<file path="src/rtl/distribute1_4_if.sv">
// Handshake bundle between an upstream producer, the 1-to-4 distributor and
// its four downstream consumers.
`ifndef WORDSIZE
`define WORDSIZE 32
`endif

interface distribute1_4_if #(
    parameter int WIDTH = `WORDSIZE
);
    // Upstream side: one word offered per cycle, steered by in_sel
    logic [WIDTH-1:0]   in_data;
    logic [1:0]         in_sel;
    logic               in_valid;
    logic               in_ready;

    // Downstream side: channel k lives at out_data[k*WIDTH +: WIDTH]
    logic [4*WIDTH-1:0] out_data;
    logic [3:0]         out_valid;
    logic [3:0]         out_ready;
    logic               busy;

    // Environment view: drives the offer and the consumer readiness
    modport master (
        output in_data, in_sel, in_valid, out_ready,
        input  in_ready, out_data, out_valid, busy
    );

    // Distributor view
    modport slave (
        input  in_data, in_sel, in_valid, out_ready,
        output in_ready, out_data, out_valid, busy
    );
endinterface

</file>
<file path="src/rtl/distribute1_4.sv">
// 1-to-4 word distributor. Each output channel is a one-entry register
// (valid flag plus data word). A word offered upstream is steered by in_sel
// into its channel; the offer is accepted when that channel is empty or is
// being drained on the same edge. Non-selected channels drain independently.
`ifndef WORDSIZE
`define WORDSIZE 32
`endif

module distribute1_4 #(
    parameter int WIDTH = `WORDSIZE
) (
    input  logic               clk,
    input  logic               rst,
    distribute1_4_if.slave     bus
);

    // Per-channel status gathered into vectors for the shared accept logic
    logic [3:0]         vld_all;
    logic [4*WIDTH-1:0] data_all;

    // Acceptance of the current offer
    logic               sel_free;
    logic               in_ready_w;
    logic               accept;

    // The offer only looks at its own destination channel, so a full,
    // stalled channel blocks the producer even when the other three are
    // empty. Reset forces the block to refuse every offer.
    always_comb begin
        sel_free   = ~vld_all[bus.in_sel] | bus.out_ready[bus.in_sel];
        in_ready_w = ~rst & sel_free;
        accept     = bus.in_valid & in_ready_w;
    end

    genvar gi;
    generate
        for (gi = 0; gi < 4; gi = gi + 1) begin : g_chan
            logic             vld_q;
            logic             vld_d;
            logic [WIDTH-1:0] data_q;
            logic [WIDTH-1:0] data_d;
            logic             load_hit;
            logic             drain;

            // Loading wins over draining, so a same-edge drain and reload
            // hands the old word out and keeps the new one valid.
            always_comb begin
                load_hit = accept & (bus.in_sel == 2'(gi));
                drain    = vld_q & bus.out_ready[gi];
                vld_d    = vld_q;
                data_d   = data_q;
                if (load_hit) begin
                    vld_d  = 1'b1;
                    data_d = bus.in_data;
                end else if (drain) begin
                    vld_d  = 1'b0;
                end
            end

            // Channel register; reset discards the held word and zeroes data
            always_ff @(posedge clk) begin
                if (rst) begin
                    vld_q  <= 1'b0;
                    data_q <= '0;
                end else begin
                    vld_q  <= vld_d;
                    data_q <= data_d;
                end
            end

            assign vld_all[gi]                    = vld_q;
            assign data_all[gi*WIDTH +: WIDTH]    = data_q;
        end
    endgenerate

    assign bus.in_ready  = in_ready_w;
    assign bus.out_valid = vld_all;
    assign bus.out_data  = data_all;
    assign bus.busy      = |vld_all;

endmodule

</file>
<file path="src/flat_wrapper.sv">
// flat-port wrapper written by rule: the top's interface ports become plain ports
module distribute1_4_flat 
#(
    parameter int WIDTH = `WORDSIZE
)
  (clk, rst, bus_in_data, bus_in_sel, bus_in_valid, bus_out_ready, bus_in_ready, bus_out_data, bus_out_valid, bus_busy);
  distribute1_4_if #(.WIDTH(WIDTH)) bus_i ();
  input  logic clk;
  input  logic rst;
  input wire logic [$bits(bus_i.in_data)-1:0] bus_in_data;
  input wire logic [$bits(bus_i.in_sel)-1:0] bus_in_sel;
  input wire logic [$bits(bus_i.in_valid)-1:0] bus_in_valid;
  input wire logic [$bits(bus_i.out_ready)-1:0] bus_out_ready;
  output wire logic [$bits(bus_i.in_ready)-1:0] bus_in_ready;
  output wire logic [$bits(bus_i.out_data)-1:0] bus_out_data;
  output wire logic [$bits(bus_i.out_valid)-1:0] bus_out_valid;
  output wire logic [$bits(bus_i.busy)-1:0] bus_busy;
  assign bus_i.in_data = bus_in_data;
  assign bus_i.in_sel = bus_in_sel;
  assign bus_i.in_valid = bus_in_valid;
  assign bus_i.out_ready = bus_out_ready;
  assign bus_in_ready = bus_i.in_ready;
  assign bus_out_data = bus_i.out_data;
  assign bus_out_valid = bus_i.out_valid;
  assign bus_busy = bus_i.busy;
  distribute1_4 #(.WIDTH(WIDTH)) u_core (.clk(clk), .rst(rst), .bus(bus_i));
endmodule
</file>
<file path="config.mk">
export PLATFORM = sky130hd
export DESIGN_NAME = distribute1_4_flat
export DESIGN_NICKNAME = d
export VERILOG_FILES = /design/src/rtl/distribute1_4_if.sv /design/src/rtl/distribute1_4.sv /design/src/flat_wrapper.sv
export SDC_FILE = /design/constraint.sdc
export NUM_CORES = 1
export LEC_CHECK = 0
export CELL_PAD_IN_SITES_DETAIL_PLACEMENT = 2
export CELL_PAD_IN_SITES_GLOBAL_PLACEMENT = 2
export CORE_MARGIN = 3
export CORE_UTILIZATION = 29
export CTS_CLUSTER_DIAMETER = 100
export DETAILED_ROUTE_END_ITERATION = 16
export HOLD_SLACK_MARGIN = 0.12
export PLACE_DENSITY = 0.88
export SLEW_MARGIN = 15
export SYNTH_ARGS = -nofsm -noshare
export SYNTH_HDL_FRONTEND = slang
export SYNTH_SLANG_ARGS = --single-unit
</file>
<file path="constraint.sdc">
create_clock -name clk -period 2.2 [get_ports clk]
set_input_delay 0.44 -clock clk [delete_from_list [all_inputs] [get_ports clk]]
set_output_delay 0.44 -clock clk [all_outputs]
set_load 0.03 [all_outputs]
</file>
# Word level (Yosys, flattened, before mapping)

Index checks and enable logic that the tools add are counted.
W data, S select, Z words.

Flip-flop bits (word level): 132
Bits in latches: 0
RAM bits: 0
ROM bits: 0
Logic and storage cells: 43
Memories: 0

$add $sub $neg: 0
Multiply operators: 0
Divide/modulo/power cells: 0
$lt $le $gt $ge: 1
Equal/unequal tests: 3
Shift-type cells: 0
Muxes and demuxes: 12
Bitwise logic cells: 13
Reductions and logical operators: 6

Operators with widths:

| cell                 | number |
|---|---|
| $and A1 B1 Y1        | 10 |
| $mux W1              | 10 |
| $reduce_bool A2 Y1   | 4 |
| $bmux W1 S2          | 2 |
| $eq A2 B2 Y1 const B | 2 |
| $reduce_or A4 Y1     | 1 |
| $lt A2 B3 Y1 const B | 1 |
| $eq A2 B1 Y1 const B | 1 |
| $logic_not A2 Y1     | 1 |
| $not A1 Y1           | 2 |
| $or A1 B1 Y1         | 1 |

# Longest topological paths before layout

Gate-level depths: netlist of the first run.

Depth in word-level cells: 8
Depth in mapped cells: 6
Gate-level depth less buffers: 3

# Least setup slack after synthesis of the first run

Ideal clock, no wire load.

Path kind: input-to-output
Start point: input bus_in_sel[0]
End point: output bus_in_ready
Arrival time: 1,518 ps
Slack: 242 ps
Cell stages on the path: 3
Buffers on the path: 1
Cell sequence: buf_2 > mux4_2 > nor2_1

Longest elaborated chain between the ends: 5

RTL lines:

| element                       | line                | RTL |
|---|---|---|
| start, declared               | flat_wrapper.sv:11  | `input wire logic [$bits(bus_i.in_sel)-1:0] bus_in_sel;` |
| $bmux W1 S2                   | distribute1_4.sv:30 | `sel_free = ~vld_all[bus.in_sel] \| bus.out_ready[bus.in_sel];` |
| $mux W1 (implied by the code) | distribute1_4.sv:30 |  |
| $not A1 Y1                    | distribute1_4.sv:30 |  |
| $or A1 B1 Y1 (*)              | distribute1_4.sv:30 |  |
| $and A1 B1 Y1 (*)             | distribute1_4.sv:31 | `in_ready_w = ~rst & sel_free;` |
| end, declared                 | flat_wrapper.sv:14  | `output wire logic [$bits(bus_i.in_ready)-1:0] bus_in_ready;` |

Every way passes the cells marked *; elsewhere a longest branch is shown, timed or not. The select of a mux whose other input is x is not followed.

# Worst setup path after layout of the first run

Start point: input bus_in_sel[1]
End point: output bus_in_ready

Same word-level chain as after synthesis.

==> flow_metrics.env, run 1 <==
export IMPL_numCtsBuffers=17
export IMPL_drive_gt1_share_pct=9.41
export IMPL_ant_nets=0
export IMPL_synth_top_family_by_area="compound AO/OA/AOI/OAI gates"
export IMPL_drv_slew=0
export IMPL_avgSynthCellArea_sq_um=8.84
export IMPL_dieArea_sq_um=21400
export IMPL_rows=50
export IMPL_grt_pass1_vias=6761
export IMPL_yosys_area_top_type_share_pct=46.3
export IMPL_synth_yosys_warnings=0
export IMPL_yosys_area_share_simple_pct=20.3
export IMPL_rsz0062_at_grt="no"
export IMPL_synthAdderAreaFrac_pct=0
export IMPL_synthXorXnorAreaFrac_pct=0
export IMPL_ioPinCount=175
export IMPL_setup_viol=0
export IMPL_area_delta_synth_final_pct=44.2
export IMPL_endpoint_kind="output port"
export IMPL_track_usage_pct=24.0
export IMPL_ys_ff_latch=132
export IMPL_synth_seq_area_share_pct=46.3
export IMPL_cts_tree="yes"
export IMPL_vias_per_cell=6.00
export IMPL_synthMuxAreaShare_pct=0.394
export IMPL_syn_nets=687
export IMPL_hold_class="flop to flop"
export IMPL_cap_violations=0
export IMPL_final_core_util_pct=43.3
export IMPL_cp_max_fo=6
export IMPL_finalHoldViolCount=0
export IMPL_ys_top_cells_by_area="dfxtp_1 46%, nand4_1 14%, o31ai_1 8.4%"
export IMPL_synth_largest_area_cell="dfxtp_1"
export IMPL_clkTransAtPathRegs_ns=0.06
export IMPL_synthCells=646
export IMPL_antenna_found_initial=0
export IMPL_power_density_nw_per_um2=739
export IMPL_coreArea_sq_um=19000
export IMPL_cp_arrival_ns=1.69
export IMPL_slowest_delay_ns=0.51
export IMPL_cp_slowest_cell="clkdlybuf4s50_1"
export IMPL_synth_distinct_cells=25
export IMPL_postSynth_asyncResetShare_pct=0
export IMPL_wire_per_inst_um=25.3
export IMPL_p_leak_nw=2.93
export IMPL_first_pass_iters=4
export IMPL_dp_hpwl_um=16500
export IMPL_root_buffer="clkbuf_16"
export IMPL_cp_required_ns=1.76
export IMPL_diodes=0
export IMPL_fp_dieH_um=146
export IMPL_holdBufCountCts=0
export IMPL_cts_max_path_buffers=2
export IMPL_drtIter0Drc=323
export IMPL_final_cells=1036
export IMPL_grt_start_max_net_pins=63
export IMPL_cts_htree_levels=4
export IMPL_crit_type="input pin to output port"
export IMPL_synth_flop_cell="dfxtp_1"
export IMPL_vias=6214
export IMPL_status="finished clean"
export IMPL_start_util_pct=30.0
export IMPL_fin_crit_ns=2.13
export IMPL_path_cells="clkdlybuf4s50_1, buf_4, mux4_2, nor2_4, buf_6"
export IMPL_clock_skew_ns=0.00613
export IMPL_ir_drop_v=0.000544
export IMPL_fmax_ghz=0.469
export IMPL_nFillCells=2038
export IMPL_worstMarginPinSlew_ns=0.564
export IMPL_cts_setup_buffers=0
export IMPL_synth_compound_area_share_pct=24.3
export IMPL_cts_num_sinks=132
export IMPL_die_x_um=146
export IMPL_start_kind="input pin"
export IMPL_routed_wirelength_um=26200
export IMPL_slew_headroom_pct=62.4
export IMPL_period_share_pct=97.0
export IMPL_port_buffers=174
export IMPL_place_inst=1005
export IMPL_insertion_delay_ns=0.42
export IMPL_nNetsFinal=805
export IMPL_place_congestion=0.766
export IMPL_tns_ns=0
export IMPL_drc_errors=0
export IMPL_syn_area_sq_um=5710
export IMPL_synth_edf_count=0
export IMPL_grt_pass1_wl_um=41000
export IMPL_grt_ovfl_total=0
## path summary, 6_finish.rpt
| check | from | cells past startpoint | endpoint | slack [ns] |
|---|---|---|---|---|
| setup / recovery | bus_in_sel[1] | 5 | bus_in_ready | 0.07 |
| hold / removal | u_core.g_chan[0].data_q[6] | 2 | u_core.g_chan[0].data_q[6] | 0.47 |
| setup reg to reg | u_core.g_chan[2].vld_q | 4 | u_core.g_chan[2].data_q[19] | 0.68 |
| hold reg to reg | u_core.g_chan[0].data_q[6] | 2 | u_core.g_chan[0].data_q[6] | 0.47 |
## Yosys cell counts, types with 8 or more instances
| cell type | number |
|---|---|
| dfxtp_1 | 132 |
| nand4_1 | 128 |
| clkbuf_1 | 71 |
| a21oi_1 | 68 |
| nand2_1 | 64 |
| o31ai_1 | 64 |
| o311ai_0 | 36 |
| o311ai_1 | 27 |
| buf_2 | 18 |
| buf_6 | 8 |
## cells by family (layout without fill, tap and decap cells)
kind of cell,Yosys count,in the layout
buffers and inverters,107,237
and+or+nand+nor,210,210
AOI/OAI and AO/OA,196,196
muxes,1,1
DFF,132,132
## state kept, by name, indices dropped and copies added, names as in the netlist
signal	flops
u_core.g_chan.data_q	128
u_core.g_chan.vld_q	4
## what timing repair did
| item | in CTS | in global routing |
|---|---|---|
| gates cloned | 0 | 0 |
| resized for setup | 7 | 1 |
| endpoints found under the setup margin | 2 | 1 |
## critical path: cells and delay by family
family / cells / cell delay (ns)
buf+inv: 3 / 0.81
simple gates: 1 / 0.11
mux: 1 / 0.33
## metal layers
metal | up-vias | routed length, um | GRT usage [%]
li1 | 2762 | - | -
met3 | 24 | 1710 | 6.61
met2 | 240 | 13000 | 40.9
met5 | - | 0 | 0
met4 | 0 | 389 | 5.69
met1 | 3188 | 11100 | 30.3
## metrics by stage
| step | power (mW) | instance area (sq um) | hold slack [ns] | worst slack [ns] |
|---|---|---|---|---|
| 6_report | 6.09 | 8240 | 0.470 | 0.0665 |
| 5_1_grt | 6.30 | 8240 | 0.497 | 0.0404 |
| 4_1_cts | 6.13 | 8240 | 0.478 | 0.0148 |
| 3_5_place_dp | 3.36 | 7670 | 0.465 | -0.0848 |
| 3_3_place_gp | 3.32 | 7670 | 0.453 | 0.00340 |
| 2_1_floorplan | 2.96 | 5710 | 0.577 | 0.242 |
## layout make-up
class | count | area (sq um) | area share (%)
Clock buffer | 21 | 450 | 5.47
Clock inverter | 10 | 109 | 1.32
Inverter | 2 | 10.0 | 0.122
Multi-Input combinational cell | 407 | 2610 | 31.6
Sequential cell | 132 | 2640 | 32.1
Tap cell | 260 | 325 | 3.95
Timing Repair Buffer | 204 | 2100 | 25.4
## report_power, final
group          internal (mW)  total [mW]  switching (mW)
logic                  0.282       0.807           0.526
registers               2.46        2.51          0.0443
clock network           1.68        2.78            1.09
total                   4.42        6.09            1.66
## cells in the final DEF, fill, tap and decap left out, types with 2 or more instances in the layout
cell type / instances
clkdlybuf4s50_1: 166
dfxtp_1: 132
nand4_1: 128
a21oi_1: 68
o31ai_1: 64
nand2_1: 64
o311ai_0: 36
o311ai_1: 27
buf_4: 20
clkbuf_16: 17
buf_12: 11
clkinv_2: 5
nand2b_1: 4
dlygate4sd2_1: 4
nand3b_1: 3
clkbuf_1: 3
nor2b_2: 2
nor2b_4: 2
nand3_1: 2
bufinv_16: 2
clkinvlp_4: 2
(Power assumes the default switching activity.)
==> inputs of run 2 (changes only) <==
--- a/config.mk
+++ b/config.mk
@@ -12,6 +12,7 @@
 export CTS_CLUSTER_DIAMETER = 100
 export DETAILED_ROUTE_END_ITERATION = 16
 export HOLD_SLACK_MARGIN = 0.12
+export MAX_ROUTING_LAYER = met4
 export PLACE_DENSITY = 0.88
 export SLEW_MARGIN = 15
 export SYNTH_ARGS = -nofsm -noshare
==> run 2 against run 1 <==
Sequential cell count unchanged. Sequential power is essentially flat. Fmax grew 0.10%. Die area unchanged. Total power grew 0.19%. Combinational power barely moved. Clock skew shrank 0.0014 ns. Final area did not move. Worst setup slack improved by 0.0022 ns. Critical endpoint unchanged. Highest routed layer unchanged.
==> flow_metrics.env, run 2 (same netlist as run 1, synthesis figures left out) <==
export IMPL_status="finished clean"
export IMPL_diodes=0
export IMPL_tns_ns=0
export IMPL_critPathBufInv=3
export IMPL_wl_met3_um=1460
export IMPL_nFillCells=2038
export IMPL_clock_skew_ns=0.00471
export IMPL_dieArea_sq_um=21400
export IMPL_ant_nets=0
export IMPL_ir_drop_v=0.000544
export IMPL_cts_setup_buffers=0
export IMPL_grt_start_max_net_pins=63
export IMPL_rsz0062_at_grt="no"
export IMPL_wirelength_met1_um=11400
export IMPL_root_buffer="clkbuf_16"
export IMPL_numCtsBuffers=17
export IMPL_worstMarginPinSlew_ns=0.565
export IMPL_rows=50
export IMPL_endpoint_kind="output port"
export IMPL_topRoutingLayerUsed="met4"
export IMPL_start_util_pct=30.0
export IMPL_cts_num_sinks=132
export IMPL_cp_max_fo=6
export IMPL_crit_type="input pin to output port"
export IMPL_port_buffers=174
export IMPL_power_density_nw_per_um2=741
export IMPL_drive_gt1_share_pct=9.41
export IMPL_fmax_ghz=0.469
export IMPL_cp_arrival_ns=1.69
export IMPL_coreArea_sq_um=19000
export IMPL_grt_pass1_wl_um=41000
export IMPL_fp_dieH_um=146
export IMPL_cts_htree_levels=4
export IMPL_dr_wl_met2_um=13000
export IMPL_insertion_delay_ns=0.42
export IMPL_p_leak_nw=2.93
export IMPL_regMostFlops="u_core.g_chan.data_q"
export IMPL_drv_slew=0
export IMPL_hold_depth=2
export IMPL_ioPinCount=175
export IMPL_cp_required_ns=1.76
export IMPL_rrSetupSlack_ns=0.71
export IMPL_layout_commonest_cell="clkdlybuf4s50_1"
export IMPL_first_pass_iters=5
export IMPL_fin_area_sq_um=8240
export IMPL_drc_errors=0
export IMPL_cts_tree="yes"
export IMPL_hold_start="u_core.g_chan[0].data_q[6]"
export IMPL_period_share_pct=96.9
export IMPL_reg2reg_depth=4
export IMPL_cts_max_path_buffers=2
export IMPL_die_x_um=146
export IMPL_vias=6168
export IMPL_largest_reg_flops=128
export IMPL_grt_pass1_vias=6770
export IMPL_antenna_found_initial=0
export IMPL_vias_per_cell=5.95
export IMPL_timing_rr_start="u_core.g_chan[2].vld_q"
export IMPL_drtIter0Drc=340
export IMPL_fin_crit_ns=2.13
export IMPL_grt_ovfl_total=0
export IMPL_setup_viol=0
export IMPL_wire_per_inst_um=25.3
export IMPL_cp_top_family="buffers and inverters"
export IMPL_area_delta_synth_final_pct=44.2
export IMPL_routed_wirelength_um=26200
export IMPL_path_cells="clkdlybuf4s50_1, buf_4, mux4_2, nor2_4, buf_6"
export IMPL_slew_headroom_pct=62.3
export IMPL_layout_common_cells="166 x clkdlybuf4s50_1, 132 x dfxtp_1, 128 x nand4_1, 68 x a21oi_1"
export IMPL_nNetsFinal=805
export IMPL_whs_endpoint="u_core.g_chan[0].data_q[6]"
export IMPL_place_congestion=0.776
export IMPL_start_kind="input pin"
export IMPL_cp_slowest_cell="clkdlybuf4s50_1"
export IMPL_finalHoldViolCount=0
export IMPL_placed_area_sq_um=7670
export IMPL_clkTransAtPathRegs_ns=0.06
export IMPL_slowest_delay_ns=0.51
export IMPL_hold_class="flop to flop"
export IMPL_cap_violations=0
export IMPL_dp_hpwl_um=16500
export IMPL_track_usage_pct=24.7
export IMPL_r2r_end="u_core.g_chan[2].data_q[19]"
export IMPL_final_core_util_pct=43.3
export IMPL_reg_top3="u_core.g_chan.data_q: 128 flops, u_core.g_chan.vld_q: 4 flops"
run 2: cell counts in the layout (fill, tap and decap cells not counted):
Identical to the previous run, type by type.
run 2: how the worst max path moves through the flow:
stage,startpoint,to,slack [ns],cells after the start
after floorplan,bus_in_sel[0],bus_in_ready,0.24,3
after global placement,bus_out_ready[3],bus_in_ready,0.003,5
after detailed placement,bus_out_ready[3],bus_in_ready,-0.08,5
after CTS,bus_out_ready[0],bus_in_ready,0.01,5
after global routing,u_core.g_chan[0].vld_q,bus_in_ready,0.04,4
final,bus_in_sel[1],bus_in_ready,0.07,5
run 2: cell type report:
cell class / instances / area (sq um) / area share, %
clock inverter: 10 / 109 / 1.32
timing repair buffer: 204 / 2100 / 25.4
sequential: 132 / 2640 / 32.1
inverter: 2 / 10.0 / 0.122
tap: 260 / 325 / 3.95
clock buffer: 21 / 450 / 5.47
multi-input combinational: 407 / 2610 / 31.6
run 2: layer usage:
| metal | vias up | GRT usage (%) |
|---|---|---|
| met4 | 0 | 5.69 |
| met3 | 25 | 6.33 |
| met1 | 3171 | 30.3 |
| met2 | 205 | 41.1 |
| li1 | 2767 | - |
| met5 | - | - |
run 2: where the power goes:
part           switching (mW)  total, mW  internal [mW]
registers              0.0445       2.51           2.46
logic                   0.526      0.808          0.282
clock network            1.10       2.79           1.68
run 2: worst register-to-register path: cells and delay by family (launching register included):
family	cells	cell delay [ns]
AND/OR/NAND/NOR	2	0.29
buffers and inverters	1	0.26
flip-flops	1	0.34
AO/OA/AOI/OAI	1	0.47
run 2: repair_timing:
item | 4_1_cts | 5_1_grt
gates resized for setup | 7 | 1
endpoints found under the setup margin | 2 | 1
hold buffers | 0 | 0
run 2: per-stage QoR:
step / power [mW] / worst slack, ns / std cells / hold WS [ns]
floorplan: 2.96 / 0.242 / 646 / 0.577
global placement: 3.32 / 0.00340 / 1005 / 0.453
detailed placement: 3.36 / -0.0848 / 1005 / 0.465
CTS: 6.13 / 0.0148 / 1036 / 0.478
global route: 6.30 / 0.0419 / 1036 / 0.497
finish: 6.10 / 0.0687 / 1036 / 0.470
==> inputs of run 3 (changes only) <==
--- a/config.mk
+++ b/config.mk
@@ -7,7 +7,7 @@
 export LEC_CHECK = 0
 export CELL_PAD_IN_SITES_DETAIL_PLACEMENT = 2
 export CELL_PAD_IN_SITES_GLOBAL_PLACEMENT = 2
-export CORE_MARGIN = 3
+export CORE_MARGIN = 5
 export CORE_UTILIZATION = 29
 export CTS_CLUSTER_DIAMETER = 100
 export DETAILED_ROUTE_END_ITERATION = 16
==> run 3 against run 2 <==
Final area increased by 0.84%. Largest cell class unchanged. Clock skew rose by 0.0013 ns. Worst setup slack better by 0.031 ns. Critical path type unchanged. Fmax increased by 1.5%. Register-to-register slack about the same. Critical endpoint unchanged. Combinational power increased by 1%. Sequential power about the same. Global-route usage shrank 0.33 points.
==> flow_metrics.env, run 3 (same netlist as run 1, synthesis figures left out) <==
export IMPL_status="finished clean"
export IMPL_fmax_ghz=0.476
export IMPL_insertion_delay_ns=0.42
export IMPL_rows=51
export IMPL_setup_viol=0
export IMPL_grt_start_max_net_pins=71
export IMPL_coreArea_sq_um=19400
export IMPL_fp_dieH_um=150
export IMPL_cts_setup_buffers=0
export IMPL_ant_nets=0
export IMPL_layout_commonest_cell="clkdlybuf4s50_1"
export IMPL_rsz0062_at_grt="no"
export IMPL_root_buffer="clkbuf_16"
export IMPL_place_congestion=0.803
export IMPL_antenna_found_initial=0
export IMPL_finalHoldViolCount=0
export IMPL_hold_start="u_core.g_chan[0].data_q[10]"
export IMPL_holdBufCountCts=0
export IMPL_reg_top3="u_core.g_chan.data_q: 128 flops, u_core.g_chan.vld_q: 4 flops"
export IMPL_cts_max_path_buffers=2
export IMPL_timing_rr_start="u_core.g_chan[2].vld_q"
export IMPL_wire_per_inst_um=25.9
export IMPL_nNetsFinal=809
export IMPL_layout_common_cells="166 x clkdlybuf4s50_1, 132 x dfxtp_1, 128 x nand4_1, 68 x a21oi_1"
export IMPL_cts_htree_levels=4
export IMPL_grt_pass1_vias=6837
export IMPL_setup_slack_ns=0.0998
export IMPL_start_util_pct=29.5
export IMPL_routed_wirelength_um=27100
export IMPL_p_leak_nw=2.97
export IMPL_drv_slew=0
export IMPL_cp_max_fo=8
export IMPL_grt_pass1_wl_um=41300
export IMPL_vias=6285
export IMPL_top_usage_layer="met2"
export IMPL_fin_area_sq_um=8310
export IMPL_place_ws_ns=-0.0753
export IMPL_fin_crit_ns=2.10
export IMPL_slew_headroom_pct=69.0
export IMPL_numCtsBuffers=17
export IMPL_first_pass_iters=5
export IMPL_cts_tree="yes"
export IMPL_drc_errors=0
export IMPL_regMostFlops="u_core.g_chan.data_q"
export IMPL_grt_ovfl_total=0
export IMPL_power_density_nw_per_um2=745
export IMPL_clkTransAtPathRegs_ns=0.06
export IMPL_hold_class="flop to flop"
export IMPL_dieArea_sq_um=22600
export IMPL_grt_met3_usage_pct=4.94
export IMPL_cp_required_ns=1.76
export IMPL_tns_ns=0
export IMPL_drive_gt1_share_pct=10.5
export IMPL_endpoint_kind="output port"
export IMPL_total_power_mw=6.19
export IMPL_cap_violations=0
export IMPL_grt_util_met2_pct=40.0
export IMPL_drtIter0Drc=314
export IMPL_die_x_um=150
export IMPL_worstMarginPinSlew_ns=0.465
export IMPL_start_kind="input pin"
export IMPL_largest_reg_flops=128
export IMPL_area_delta_synth_final_pct=45.4
export IMPL_clock_skew_ns=0.00597
export IMPL_grt_met1_usage_pct=29.7
export IMPL_dp_hpwl_um=17100
export IMPL_placed_area_sq_um=7710
export IMPL_crit_type="input pin to output port"
export IMPL_port_buffers=174
export IMPL_ioPinCount=175
export IMPL_setup_worst_path_start="bus_in_sel[1]"
export IMPL_ir_drop_v=0.000551
export IMPL_vias_per_cell=6.00
export IMPL_track_usage_pct=24.4
export IMPL_cp_arrival_ns=1.66
export IMPL_cts_num_sinks=132
export IMPL_period_share_pct=95.5
-- run 3: changes by cell type in the layout (fill, tap and decap cells not counted), sizes merged --
cell      previous run  this run
clkinvlp             2         3
buf                 33        37
diode                0         1
clkbuf              21        19
clkinv               6         8
-- run 3: metrics by stage --
stage / instances / hold slack [ns] / util, %
final: 1047 / 0.469 / 42.8
after global routing: 1046 / 0.494 / 42.8
after CTS: 1046 / 0.474 / 42.8
after detailed placement: 1014 / 0.464 / 39.8
after global placement: 1014 / 0.454 / 39.8
after floorplan: 646 / 0.577 / -
-- run 3: cell type report --
type / count / area, sq um
Fill cell: 2069 / 11100
Multi-Input combinational cell: 407 / 2610
Antenna cell: 1 / 2.50
Inverter: 2 / 10.0
Clock buffer: 19 / 453
Clock inverter: 13 / 134
Timing Repair Buffer: 208 / 2130
Sequential cell: 132 / 2640
Tap cell: 265 / 332
-- run 3: path summary, 6_finish.rpt --
kind	to	slack, ns	cells after the start
setup reg to reg	u_core.g_chan[2].data_q[9]	0.72	4
setup / recovery	bus_in_ready	0.1	5
hold reg to reg	u_core.g_chan[0].data_q[10]	0.47	2
hold / removal	u_core.g_chan[0].data_q[10]	0.47	2
-- run 3: critical path: stages --
cell	delay (ns)
clkdlybuf4s50_1	0.47
buf_4	0.17
mux4_2	0.31
nor2_2	0.12
buf_6	0.14
-- run 3: timing repair --
action / 4_1_cts / 5_1_grt
endpoints found under the setup margin: 2 / 1
pin swaps: 0 / 0
resized for setup: 4 / 3
-- run 3: report_power, final --
part	switching [mW]	total, mW	internal [mW]
logic	0.532	0.817	0.286
clock network	1.14	2.86	1.72
registers	0.0465	2.51	2.46
-- run 3: layer usage --
layer  up-vias  share of wire [%]
met5         -                  0
met4         0                2.5
met3        61                6.0
met2       242                 50
met1      3200                 42
li1       2782                  -
